**config.mk**
```make
export PLATFORM = sky130hd
export DESIGN_NAME = btb_update_sched
export DESIGN_NICKNAME = d
export VERILOG_FILES = /design/src/rtl/btb_update_sched.sv
export SDC_FILE = /design/constraint.sdc
export NUM_CORES = 1
export LEC_CHECK = 0
export CORE_UTILIZATION = 45
export CTS_BUF_LIST = sky130_fd_sc_hd__clkbuf_2
export DETAILED_ROUTE_END_ITERATION = 12
export PLACE_DENSITY = 0.74
export SKIP_LAST_GASP = 1
export SLEW_MARGIN = 20
export SYNTH_ARGS = -nofsm -noshare
export SYNTH_HDL_FRONTEND = slang
export SYNTH_SLANG_ARGS = --single-unit
```
**constraint.sdc**
```tcl
create_clock -name clk -period 8.04 [get_ports clk]
set_input_delay 2.412 -clock clk [delete_from_list [all_inputs] [get_ports clk]]
set_output_delay 2.412 -clock clk [all_outputs]
set_load 0.02 [all_outputs]
```
**src/rtl/btb_update_sched.sv**
```systemverilog
// btb_update_sched: write-port scheduler for the 2-way branch target buffer.
// Buffers target updates from the EX (resolved corrections) and ID (decode)
// requesters in a small in-order queue and issues one BTB write per cycle.
// A flush sequencer empties the queue and drives a timed BTB clear.
//
// Optional feature macro: BTB_SCHED_COALESCE_EN
//   defined   - an accepted request whose pc matches a queued entry updates
//               that entry in place; same-pc EX/ID pairs form one entry (EX wins)
//   undefined - every accepted request takes its own slot
//
// Ports:
//   clk, rst_n                      clock, synchronous active-low reset
//   ex_req_* / id_req_*             EX / ID update handshakes (pc, target, branch)
//   wr_hold                         suppresses issue this cycle
//   flush_req                       starts a flush when seen in IDLE
//   btb_write/btb_pc/btb_imm/btb_branch  registered BTB write port
//   btb_clr_n                       registered active-low BTB clear
//   flush_done                      one-cycle pulse at flush completion
//   busy                            queue non-empty or flush in progress
//   q_count                         occupied queue entries
module btb_update_sched #(
    parameter int unsigned QDEPTH     = 4,
    parameter int unsigned CLR_CYCLES = 1
) (
    input  logic                        clk,
    input  logic                        rst_n,
    input  logic                        ex_req_valid,
    output logic                        ex_req_ready,
    input  logic [31:0]                 ex_req_pc,
    input  logic [31:0]                 ex_req_target,
    input  logic                        ex_req_branch,
    input  logic                        id_req_valid,
    output logic                        id_req_ready,
    input  logic [31:0]                 id_req_pc,
    input  logic [31:0]                 id_req_target,
    input  logic                        id_req_branch,
    input  logic                        wr_hold,
    input  logic                        flush_req,
    output logic                        btb_write,
    output logic [31:0]                 btb_pc,
    output logic [31:0]                 btb_imm,
    output logic                        btb_branch,
    output logic                        btb_clr_n,
    output logic                        flush_done,
    output logic                        busy,
    output logic [$clog2(QDEPTH+1)-1:0] q_count
);
    localparam int unsigned AW = $clog2(QDEPTH);
    localparam int unsigned CW = $clog2(QDEPTH + 1);
    localparam int unsigned KW = (CLR_CYCLES > 1) ? $clog2(CLR_CYCLES) : 1;

    typedef struct packed {
        logic [31:0] pc;
        logic [31:0] target;
        logic        branch;
    } upd_t;

    typedef enum logic [1:0] {IDLE, CLEAR, DONE} state_t;

    state_t        state_q, state_d;
    logic [KW-1:0] clr_cnt_q, clr_cnt_d;
    logic          clr_n_d, done_d;

    upd_t          mem [QDEPTH];
    upd_t          ex_ent, id_ent;
    logic [AW-1:0] head_q, tail, id_slot;
    logic [CW-1:0] count_q, free;
    logic          pop, ex_acc, id_acc;
    logic          ex_push, id_push, ex_ovr, id_ovr;
    logic [AW-1:0] ex_idx, id_idx;

    assign ex_ent = '{pc: ex_req_pc, target: ex_req_target, branch: ex_req_branch};
    assign id_ent = '{pc: id_req_pc, target: id_req_target, branch: id_req_branch};

    // Acceptance uses occupancy only; a pop in the same cycle is not credited.
    assign free         = CW'(QDEPTH) - count_q;
    assign ex_req_ready = (state_q == IDLE) && !flush_req && (free >= CW'(1));
    assign id_req_ready = (state_q == IDLE) && !flush_req &&
                          ((free >= CW'(2)) || ((free >= CW'(1)) && !ex_req_valid));
    assign ex_acc       = ex_req_valid && ex_req_ready;
    assign id_acc       = id_req_valid && id_req_ready;

    assign pop     = (state_q == IDLE) && !flush_req && !wr_hold && (count_q != '0);
    assign tail    = head_q + AW'(count_q);
    assign id_slot = ex_push ? (tail + AW'(1)) : tail;
    assign busy    = (count_q != '0) || (state_q != IDLE);
    assign q_count = count_q;

`ifdef BTB_SCHED_COALESCE_EN
    logic          ex_hit, id_hit, same_pc;
    logic [AW-1:0] off;
    logic          live;

    // Search occupied entries for a pc match; the head being popped is excluded.
    always_comb begin
        ex_hit = 1'b0;
        id_hit = 1'b0;
        ex_idx = '0;
        id_idx = '0;
        off    = '0;
        live   = 1'b0;
        for (int i = 0; i < QDEPTH; i++) begin
            off  = AW'(i) - head_q;
            live = (CW'(off) < count_q) && !(pop && (AW'(i) == head_q));
            if (live && (mem[i].pc == ex_req_pc)) begin
                ex_hit = 1'b1;
                ex_idx = AW'(i);
            end
            if (live && (mem[i].pc == id_req_pc)) begin
                id_hit = 1'b1;
                id_idx = AW'(i);
            end
        end
    end

    // A same-pc EX/ID pair collapses onto the EX request.
    assign same_pc = ex_acc && id_acc && (ex_req_pc == id_req_pc);
    assign ex_push = ex_acc && !ex_hit;
    assign ex_ovr  = ex_acc && ex_hit;
    assign id_push = id_acc && !id_hit && !same_pc;
    assign id_ovr  = id_acc && id_hit && !same_pc;
`else
    assign ex_push = ex_acc;
    assign id_push = id_acc;
    assign ex_ovr  = 1'b0;
    assign id_ovr  = 1'b0;
    assign ex_idx  = '0;
    assign id_idx  = '0;
`endif

    // Queue storage: EX lands before ID; overwrites target distinct live slots.
    always_ff @(posedge clk) begin
        if (ex_push) mem[tail]    <= ex_ent;
        if (id_push) mem[id_slot] <= id_ent;
        if (ex_ovr)  mem[ex_idx]  <= ex_ent;
        if (id_ovr)  mem[id_idx]  <= id_ent;
    end

    // Queue pointers; a flush start empties the queue.
    always_ff @(posedge clk) begin
        if (!rst_n) begin
            head_q  <= '0;
            count_q <= '0;
        end else if ((state_q == IDLE) && flush_req) begin
            head_q  <= '0;
            count_q <= '0;
        end else begin
            if (pop) head_q <= head_q + AW'(1);
            count_q <= count_q + CW'(ex_push) + CW'(id_push) - CW'(pop);
        end
    end

    // BTB write port: data holds its last value when no write issues.
    always_ff @(posedge clk) begin
        if (!rst_n) begin
            btb_write  <= 1'b0;
            btb_pc     <= '0;
            btb_imm    <= '0;
            btb_branch <= 1'b0;
        end else begin
            btb_write <= pop;
            if (pop) begin
                btb_pc     <= mem[head_q].pc;
                btb_imm    <= mem[head_q].target;
                btb_branch <= mem[head_q].branch;
            end
        end
    end

    // Flush FSM state register and registered clear/done outputs.
    always_ff @(posedge clk) begin
        if (!rst_n) begin
            state_q    <= IDLE;
            clr_cnt_q  <= '0;
            btb_clr_n  <= 1'b1;
            flush_done <= 1'b0;
        end else begin
            state_q    <= state_d;
            clr_cnt_q  <= clr_cnt_d;
            btb_clr_n  <= clr_n_d;
            flush_done <= done_d;
        end
    end

    // Flush FSM next state; outputs follow the state being entered.
    always_comb begin
        state_d   = state_q;
        clr_cnt_d = clr_cnt_q;
        case (state_q)
            IDLE: begin
                if (flush_req) begin
                    state_d   = CLEAR;
                    clr_cnt_d = '0;
                end
            end
            CLEAR: begin
                if (clr_cnt_q == KW'(CLR_CYCLES - 1)) state_d = DONE;
                else clr_cnt_d = clr_cnt_q + KW'(1);
            end
            DONE:    state_d = IDLE;
            default: state_d = IDLE;
        endcase
        clr_n_d = (state_d != CLEAR);
        done_d  = (state_d == DONE);
    end
endmodule

```
== Yosys cells after proc, flatten, opt, wreduce, memory -nomap -nowiden ==
Memory sizes are Yosys's and may differ from the RTL's. A register that Yosys moved wholly into a read port is not among the register bits.
Index checks and enable logic that the tools add are counted.
Storage, ports and cells
  flip-flop bits (word level): 11
  input port bits: 136
  memories kept: 1
  memory bits (writable): 260
  logic and storage cells: 55
  output and inout port bits: 74
Memory list
  mem: words 4, width 65, read ports 1, clocked after Yosys merged registers in 1, wr ports 2, RTL line 64  | upd_t mem [QDEPTH];
Cells by class
  order comparisons: 2
  muxes and demuxes: 11
  equal/unequal tests: 4
  $add $sub $neg: 8
  reduce and logical (&&, ||, !) cells: 21
  bitwise operators: 1
Operator list (count)
  $logic_and A1 B1 Y1: 9
  $add A3 B1 Y3: 2
  $mux W1: 6
  $mux W2: 3
  $add A2 B1 Y2 const B: 2
  $logic_not A1 Y1: 4
  $pmux W2 S2: 1
  $reduce_bool A2 Y1: 2
  $ge A3 B1 Y1 const B: 1
  $ge A3 B2 Y1 const B: 1
  $reduce_bool A3 Y1: 1
  $sub A3 B1 Y3: 1
  $sub A3 B3 Y3 const A: 1
  $add A2 B2 Y2: 1
  $eq A2 B1 Y1 const B: 1
  $eq A2 B2 Y1 const B: 1
  $logic_not A2 Y1: 1
  $logic_or A1 B1 Y1: 2
  $ne A2 B1 Y1 const B: 1
  $ne A2 B2 Y1 const B: 1
  $pmux W1 S2: 1
  $reduce_and A2 Y1: 1
  $reduce_or A2 Y1: 1
  $add A1 B1 Y1 const B: 1
  $not A1 Y1: 1

== Logic depth before layout (Yosys ltp) ==
Gate-level depths: netlist (run 1).
  depth after elaboration: 8
  mapped depth: 13

== Least setup slack after synthesis (run 1) ==
OpenSTA, ideal clock, no wires.
  path kind: input -> output
  start point: input port flush_req
  end point: output port ex_req_ready
  arrival: 3176 ps
  path slack: 2452 ps
  stages on the path: 3
  cell sequence: or3_1 > clkbuf_1 > nor2_1
Between the ends
  cells in the longest elaborated chain, start to end: 3
Ends and longest elaborated chain
  start: declaration: RTL line 38  | input logic flush_req,
  $logic_not A1 Y1: RTL line 77  | assign ex_req_ready = (state_q == IDLE) && !flush_req && (free >= CW'(1));
  $logic_and A1 B1 Y1 (2 in series): RTL line 77
  end: declaration: RTL line 28  | output logic ex_req_ready,
No other way between the ends.

== Worst setup path after layout (run 1) ==
  start point: input port flush_req
  end point: output port id_req_ready
Between the ends
  cells in the longest elaborated chain, start to end: 3
Ends and longest elaborated chain
  $logic_not A1 Y1: RTL line 78  | assign id_req_ready = (state_q == IDLE) && !flush_req &&
  $logic_and A1 B1 Y1 (2 in series): RTL line 78
  end: declaration: RTL line 33  | output logic id_req_ready,
No other way between the ends.

==> results.ini, run 1 <==
[run_status]
status=complete, no violations

[cells_and_area]
syn_to_final_growth_pct=21.02
fin_area_um2=18880
layout-drive-gt1-share_pct=22.94
fillers=2797
multi_input_area_um2=5961
final-seq-area_um2=9296
nets=1394

[critical_path]
r2r_end=mem[0][5]$_DFFE_PP_
critPathLaunch=flush_req
cp-start-kind=primary input
r2r_slack_ps=3760
r2r_start=head_q[0]$_SDFFE_PP0P_
r2r_cells=9
cp_max_fo=7
worst_setup_path_end_kind=output port
required_ps=5630
worstSetupPathType=in2out
arrival_ps=4070
crit_end=id_req_ready

[logic_synthesis]
yosys_warnings=0
syn_nets=1146
synth_seq_cells=334
syn_area_per_cell_um2=15.63
synth_area_um2=15600
synth_cell_types=36
synthCells=998
ys_seq_area_share_pct=59.55

[grt]
overflow=0
grt_max_degree=71
antenna_found_initial=2
grt.total_usage_pct=20.89
grt_pass1_wl_um=55790
grt_pass1_vias=10150

[min_path]
min_path_type=reg2reg
hold_depth=2

[clock_tree]
clockRootBuffer=clkbuf_2
hold_buffers=0
clock_latency_ps=960
path_clk_slew_ps=80
numClockSinks=334
clock_path_buffers=3
numCtsBuffers=87
cts-htree-levels=3
tritoncts=done
postCtsResizedCells=0
cts_setup_buffers=0

[power]
power_leakage_nw=6.319
p_int_mw=2.778
share_comb_of_total_power_pct=15.7
p_switching_mw=1.057
switching_share_pct=27.57
clkPwrFrac_pct=30.9
fin_total_pwr_mw=3.835
p_seq_share_pct=53.4
vdd_drop_max_v=0.0001247
p_per_area_nw_per_um2=203.2

[die]
dieHeight_um=188.2
fp.dieArea_um2=35410
ios=210
initial_core_util_pct=46.17
coreArea_um2=33780
num_rows=67
dieWidth_um=188.2

[sta]
min_period_over_period_pct=80.68
rsz0062_at_grt=false
final.setup.worst_slack_ps=1553
slew_violations=0
finalHoldViolations=0
max-slew-margin-rel_pct=34.08
tns_ps=0
fmaxAchievable_ghz=0.1542
tightest_slew_ps=988.8
layout_min_cycle_time_ps=6487
finalSetupViolCount=0
skew_ps=70.37

[job]
max_cap_viol_count=0

[routing]
antenna_left=0
routed_wl_um=36270
via_per_inst=5.318
vias=9419
drc=0
dr.first_iter.drc_count=457
wl_per_cell_um=20.48
dr.pass1.iters=5

[placement]
place_area_um2=18060
post-place-ws_ps=1552
gp_congestion=0.7789
place_hpwl_um=20190
numPortBuffers=209

==> worst max-delay path, stage by stage <==
cell and delay, ps:
clkdlybuf4s50_1 480, or3_1 440, nor2_1 140, clkdlybuf4s50_1 610
==> through the flow <==
step           std cells  utilization, %  hold WS, ps
3_5_place_dp        1605           53.46        458.4
6_report            1771           55.87        464.5
5_1_grt             1771           55.87        488.2
4_1_cts             1769           55.86        470.5
3_3_place_gp        1605           53.46        451.2
2_1_floorplan        998               -        442.3
==> cell families (layout without fill, tap and decap cells) <==
group / Yosys count / in the layout / synth area share (%)
flops: 334 / 334 / 59.55
mux: 325 / 325 / 28.16
simple gates: 169 / 169 / 4.436
buf+inv: 77 / 400 / 2.759
compound gates: 76 / 76 / 3.658
fa+ha+maj: 12 / 12 / 1.059
xor+xnor: 5 / 5 / 0.3770
other cells: 0 / 2 / 0
==> state kept, by name, summed over array words and instances, names as in the netlist <==
name        cells
btb_clr_n       1
btb_write       1
btb_pc         32
btb_imm        32
q_count         3
btb_branch      1
mem           260
head_q          2
state_q         1
flush_done      1
==> cell type report <==
| class | instances | area share [%] |
|---|---|---|
| Clock inverter | 17 | 0.3845 |
| Timing Repair Buffer | 224 | 11.65 |
| Tap cell | 448 | 2.970 |
| Sequential cell | 334 | 49.25 |
| Antenna cell | 2 | 0.02651 |
| Clock buffer | 147 | 3.898 |
| Inverter | 12 | 0.2386 |
| Multi-Input combinational cell | 587 | 31.58 |
==> metal layers <==
layer | GRT usage, % | up-vias | wire [um]
met5 | 0 | - | 0
met4 | 7.536 | 0 | 713
met3 | 4.992 | 55 | 2025
met2 | 35.65 | 232 | 18160
met1 | 25.79 | 4744 | 15360
li1 | - | 4388 | -
==> layout by cell type, fill, tap and decap left out, types with 3 or more instances in the layout <==
cell type	synthesis	routed
buf_4	0	15
a21boi_0	65	65
nand2_1	142	138
inv_1	11	10
clkinv_1	0	11
mux2_2	52	52
xnor2_1	3	3
nand2b_1	3	3
dfxtp_1	74	72
clkdlybuf4s50_1	0	208
mux2_1	208	208
inv_2	1	6
mux4_2	65	65
clkbuf_2	0	147
ha_1	10	10
a311oi_1	3	3
nand2_4	0	4
o21ai_4	0	3
nor2_1	10	10
nor4_1	3	3
edfxtp_1	260	260
==> synth_stat cells (all sizes together) <==
master  number  share of area, %
or3          1             0.040
mux4        65               9.4
nand3        2             0.064
nor4         3              0.12
a21boi      65               3.1
nor2        10              0.24
clkbuf      27              0.65
o311a        1             0.064
xor3         1              0.15
a21o         1             0.048
buf         38               1.8
o311ai       1             0.056
xnor2        3              0.17
mux2       260                19
ha          10              0.80
nand2      142               3.4
a311oi       3              0.17
nor4b        1             0.096
and3         2             0.080
nor3         3              0.13
o21ai        3             0.096
fa           2              0.26
dfxtp       74               9.5
nand2b       3              0.12
xor2         1             0.056
edfxtp     260                50
a21oi        1             0.032
inv         12              0.29
o21ba        1             0.064
nand4        1             0.040
or4b         1             0.088
==> power groups by stage <==
| stage | Sequential (mW) | Clock (mW) | Combinational [mW] |
|---|---|---|---|
| final | 2.05 | 1.19 | 0.602 |
| after global routing | 2.06 | 1.30 | 0.653 |
| after CTS | 2.05 | 1.23 | 0.609 |
| after detailed placement | 2.09 | 0 | 0.604 |
| after global placement | 2.09 | 0 | 0.596 |
| after floorplan | 2.10 | 0 | 0.349 |
==> how the worst min path moves through the flow <==
stage,startpoint,to,slack (ps)
floorplan,state_q[0]$_SDFF_PN0_,flush_done$_SDFF_PN0_,440
global placement,btb_pc[24]$_SDFFE_PN0P_,btb_pc[24]$_SDFFE_PN0P_,450
finish,btb_imm[22]$_SDFFE_PN0P_,btb_imm[22]$_SDFFE_PN0P_,460
CTS,btb_pc[2]$_SDFFE_PN0P_,btb_pc[2]$_SDFFE_PN0P_,470
detailed placement,btb_imm[17]$_SDFFE_PN0P_,btb_imm[17]$_SDFFE_PN0P_,460
global route,btb_imm[14]$_SDFFE_PN0P_,btb_imm[14]$_SDFFE_PN0P_,490
(Power assumes the default switching activity.)
==> run 2: changes to the inputs <==
--- a/config.mk
+++ b/config.mk
@@ -8,7 +8,7 @@
 export CORE_UTILIZATION = 45
 export CTS_BUF_LIST = sky130_fd_sc_hd__clkbuf_2
 export DETAILED_ROUTE_END_ITERATION = 12
-export PLACE_DENSITY = 0.74
+export PLACE_DENSITY = 0.77
 export SKIP_LAST_GASP = 1
 export SLEW_MARGIN = 20
 export SYNTH_ARGS = -nofsm -noshare
==> constraint.sdc (replaced) <==
create_clock -name clk -period 5.7 [get_ports clk]
set_input_delay 1.71 -clock clk [delete_from_list [all_inputs] [get_ports clk]]
set_output_delay 1.71 -clock clk [all_outputs]
set_load 0.02 [all_outputs]
==> results.ini, run 2 (synthesis results as in run 1) <==
[run_status]
status=complete, no violations

[routing]
dr.first_iter.drc_count=536  ; +17%
dr.pass1.iters=4  ; -1
antenna_left=0  ; unchanged
vias=9504  ; +0.90%
drc=0  ; unchanged
routed_wl_um=35770  ; -1.4%
wl_per_cell_um=20.22  ; -1.3%
via_per_inst=5.373  ; +1.0%

[grt]
grt_pass1_vias=9993  ; -1.5%
grt.total_usage_pct=20.40  ; -0.49 points
grt_pass1_wl_um=55230  ; -1.0%
grt_max_degree=67  ; -5.6%
overflow=0  ; unchanged
antenna_found_initial=8  ; +6

[clock_tree]
cts-htree-levels=3  ; unchanged
clock_latency_ps=860  ; -100 ps
cts_setup_buffers=0  ; unchanged
clockRootBuffer=clkbuf_2
tritoncts=done
path_clk_slew_ps=80  ; about the same
numClockSinks=334  ; unchanged
clock_path_buffers=3  ; unchanged
postCtsResizedCells=0  ; unchanged
hold_buffers=0  ; unchanged
numCtsBuffers=87  ; unchanged

[cells_and_area]
final_common_cell=edfxtp_1
syn_to_final_growth_pct=21.54
final_cell_mix=edfxtp_1, mux2_1, clkdlybuf4s50_1
nets=1394  ; unchanged
largest_reg_flops=260  ; unchanged
top_regs=mem: 260 flops, btb_imm: 32 flops, btb_pc: 32 flops
layout-drive-gt1-share_pct=22.69  ; -0.25 points
fillers=2698  ; -3.5%
largest-register=mem

[sta]
rsz0062_at_grt=false
fmaxAchievable_ghz=0.1954
tightest_slew_ps=1087  ; +98.43 ps
slew_violations=0  ; unchanged
max-slew-margin-rel_pct=27.52  ; -6.6 points
finalHoldViolations=0  ; unchanged
min_period_over_period_pct=89.77
hold_slack_ps=462.5  ; -2.011 ps
finalSetupViolCount=0  ; unchanged
final.setup.worst_slack_ps=583.0  ; -970.3 ps
skew_ps=39.78  ; -30.58 ps
layout_min_cycle_time_ps=5117
tns_ps=0  ; unchanged

[min_path]
min_path_type=reg2reg
hp-start=btb_pc[31]$_SDFFE_PN0P_
hold_depth=2  ; unchanged
min_delay_worst_endpoint=btb_pc[31]$_SDFFE_PN0P_

[critical_path]
r2r_cells=11  ; +2
worstSetupPathType=in2out
critPathLaunch=flush_req
r2r_slack_ps=2230  ; -1530 ps
cp-start-kind=primary input
slowest_delay_ps=620  ; about the same
path_cells=clkdlybuf4s50_1 > or3_1 > nor2_1 > clkdlybuf4s50_1
r2r_start=q_count[0]$_SDFF_PP0_
slowest_stage=clkdlybuf4s50_1
cp_max_fo=7  ; unchanged
arrival_ps=3410  ; -660 ps
worst_setup_path_end_kind=output port
crit_top_cell=clkdlybuf4s50_1
r2r_end=q_count[1]$_SDFF_PP0_
required_ps=3990  ; -1640 ps

[die]
dieWidth_um=188.2  ; unchanged
dieHeight_um=188.2  ; unchanged
num_rows=67  ; unchanged
coreArea_um2=33780  ; unchanged
initial_core_util_pct=46.17  ; unchanged
fp.dieArea_um2=35410  ; unchanged
ios=210  ; unchanged

[power]
p_per_area_nw_per_um2=284.0  ; +40%
p_seq_share_pct=53.6  ; +0.2 points
switching_share_pct=27.20  ; -0.36 points
clkPwrFrac_pct=30.3  ; -0.6 points
share_comb_of_total_power_pct=16.2  ; +0.5 points
power_leakage_nw=6.343  ; +0.38%
p_switching_mw=1.464  ; +38%
p_int_mw=3.919  ; +41%
vdd_drop_max_v=0.0001590  ; +28%

[placement]
post-place-ws_ps=580.3  ; -971.9 ps
numPortBuffers=209  ; unchanged
gp_congestion=0.7763  ; -0.33%
place_hpwl_um=20040  ; -0.73%

[job]
max_cap_viol_count=0  ; unchanged

## run 2: changes by cell type in the layout (fill, tap and decap cells not counted), sizes merged
cell	delta
inv	-1
diode	+1
clkinvlp	-1
clkbuf	-1
## run 2: worst max-delay path by stage
stage | endpoint | slack, ps | cells past startpoint
after floorplan | mem[2][0]$_DFFE_PP_ | 1000 | 7
after global placement | ex_req_ready | 630 | 4
after detailed placement | id_req_ready | 580 | 4
after CTS | id_req_ready | 570 | 4
after global routing | id_req_ready | 490 | 4
final | id_req_ready | 580 | 4
## run 2: critical path: cells and delay by family
kind,cells,cell delay [ps]
simple gates,2,610
buf+inv,2,1080
## run 2: metrics by stage
step                      instances  total power, mW  utilization, %  instance area (um^2)
after floorplan                 998            3.459               -                 15600
after global placement         1605            3.793           53.76                 18160
after detailed placement       1605            3.816           53.76                 18160
after CTS                      1766            5.452           56.09                 18950
after global routing           1769            5.642           56.11                 18960
final                          1769            5.383           56.11                 18960
## run 2: layer usage
layer  wire (um)  vias to the layer above  GRT usage (%)
li1            -                     4400              -
met1       15470                     4726          26.57
met2       17080                      309          32.67
met3        2517                       61          5.718
met4         648                        8          7.223
met5          54                        -              0
## run 2: final cells by class
| class | count | area [um^2] | area share, % |
|---|---|---|---|
| clock buffer | 146 | 730.7 | 3.855 |
| clock inverter | 15 | 56.30 | 0.2970 |
| tap | 448 | 560.5 | 2.957 |
| timing repair buffer | 224 | 2300 | 12.13 |
| inverter | 12 | 45.04 | 0.2376 |
| multi-input combinational | 587 | 5961 | 31.44 |
| sequential | 334 | 9296 | 49.04 |
| antenna | 3 | 7.507 | 0.03960 |
## run 2: power by group through the flow
stage	clock network (mW)	registers, mW	logic, mW
6_report	1.63	2.88	0.871
5_1_grt	1.81	2.90	0.936
4_1_cts	1.69	2.89	0.880
3_5_place_dp	0	2.94	0.875
3_3_place_gp	0	2.93	0.860
2_1_floorplan	0	2.97	0.492
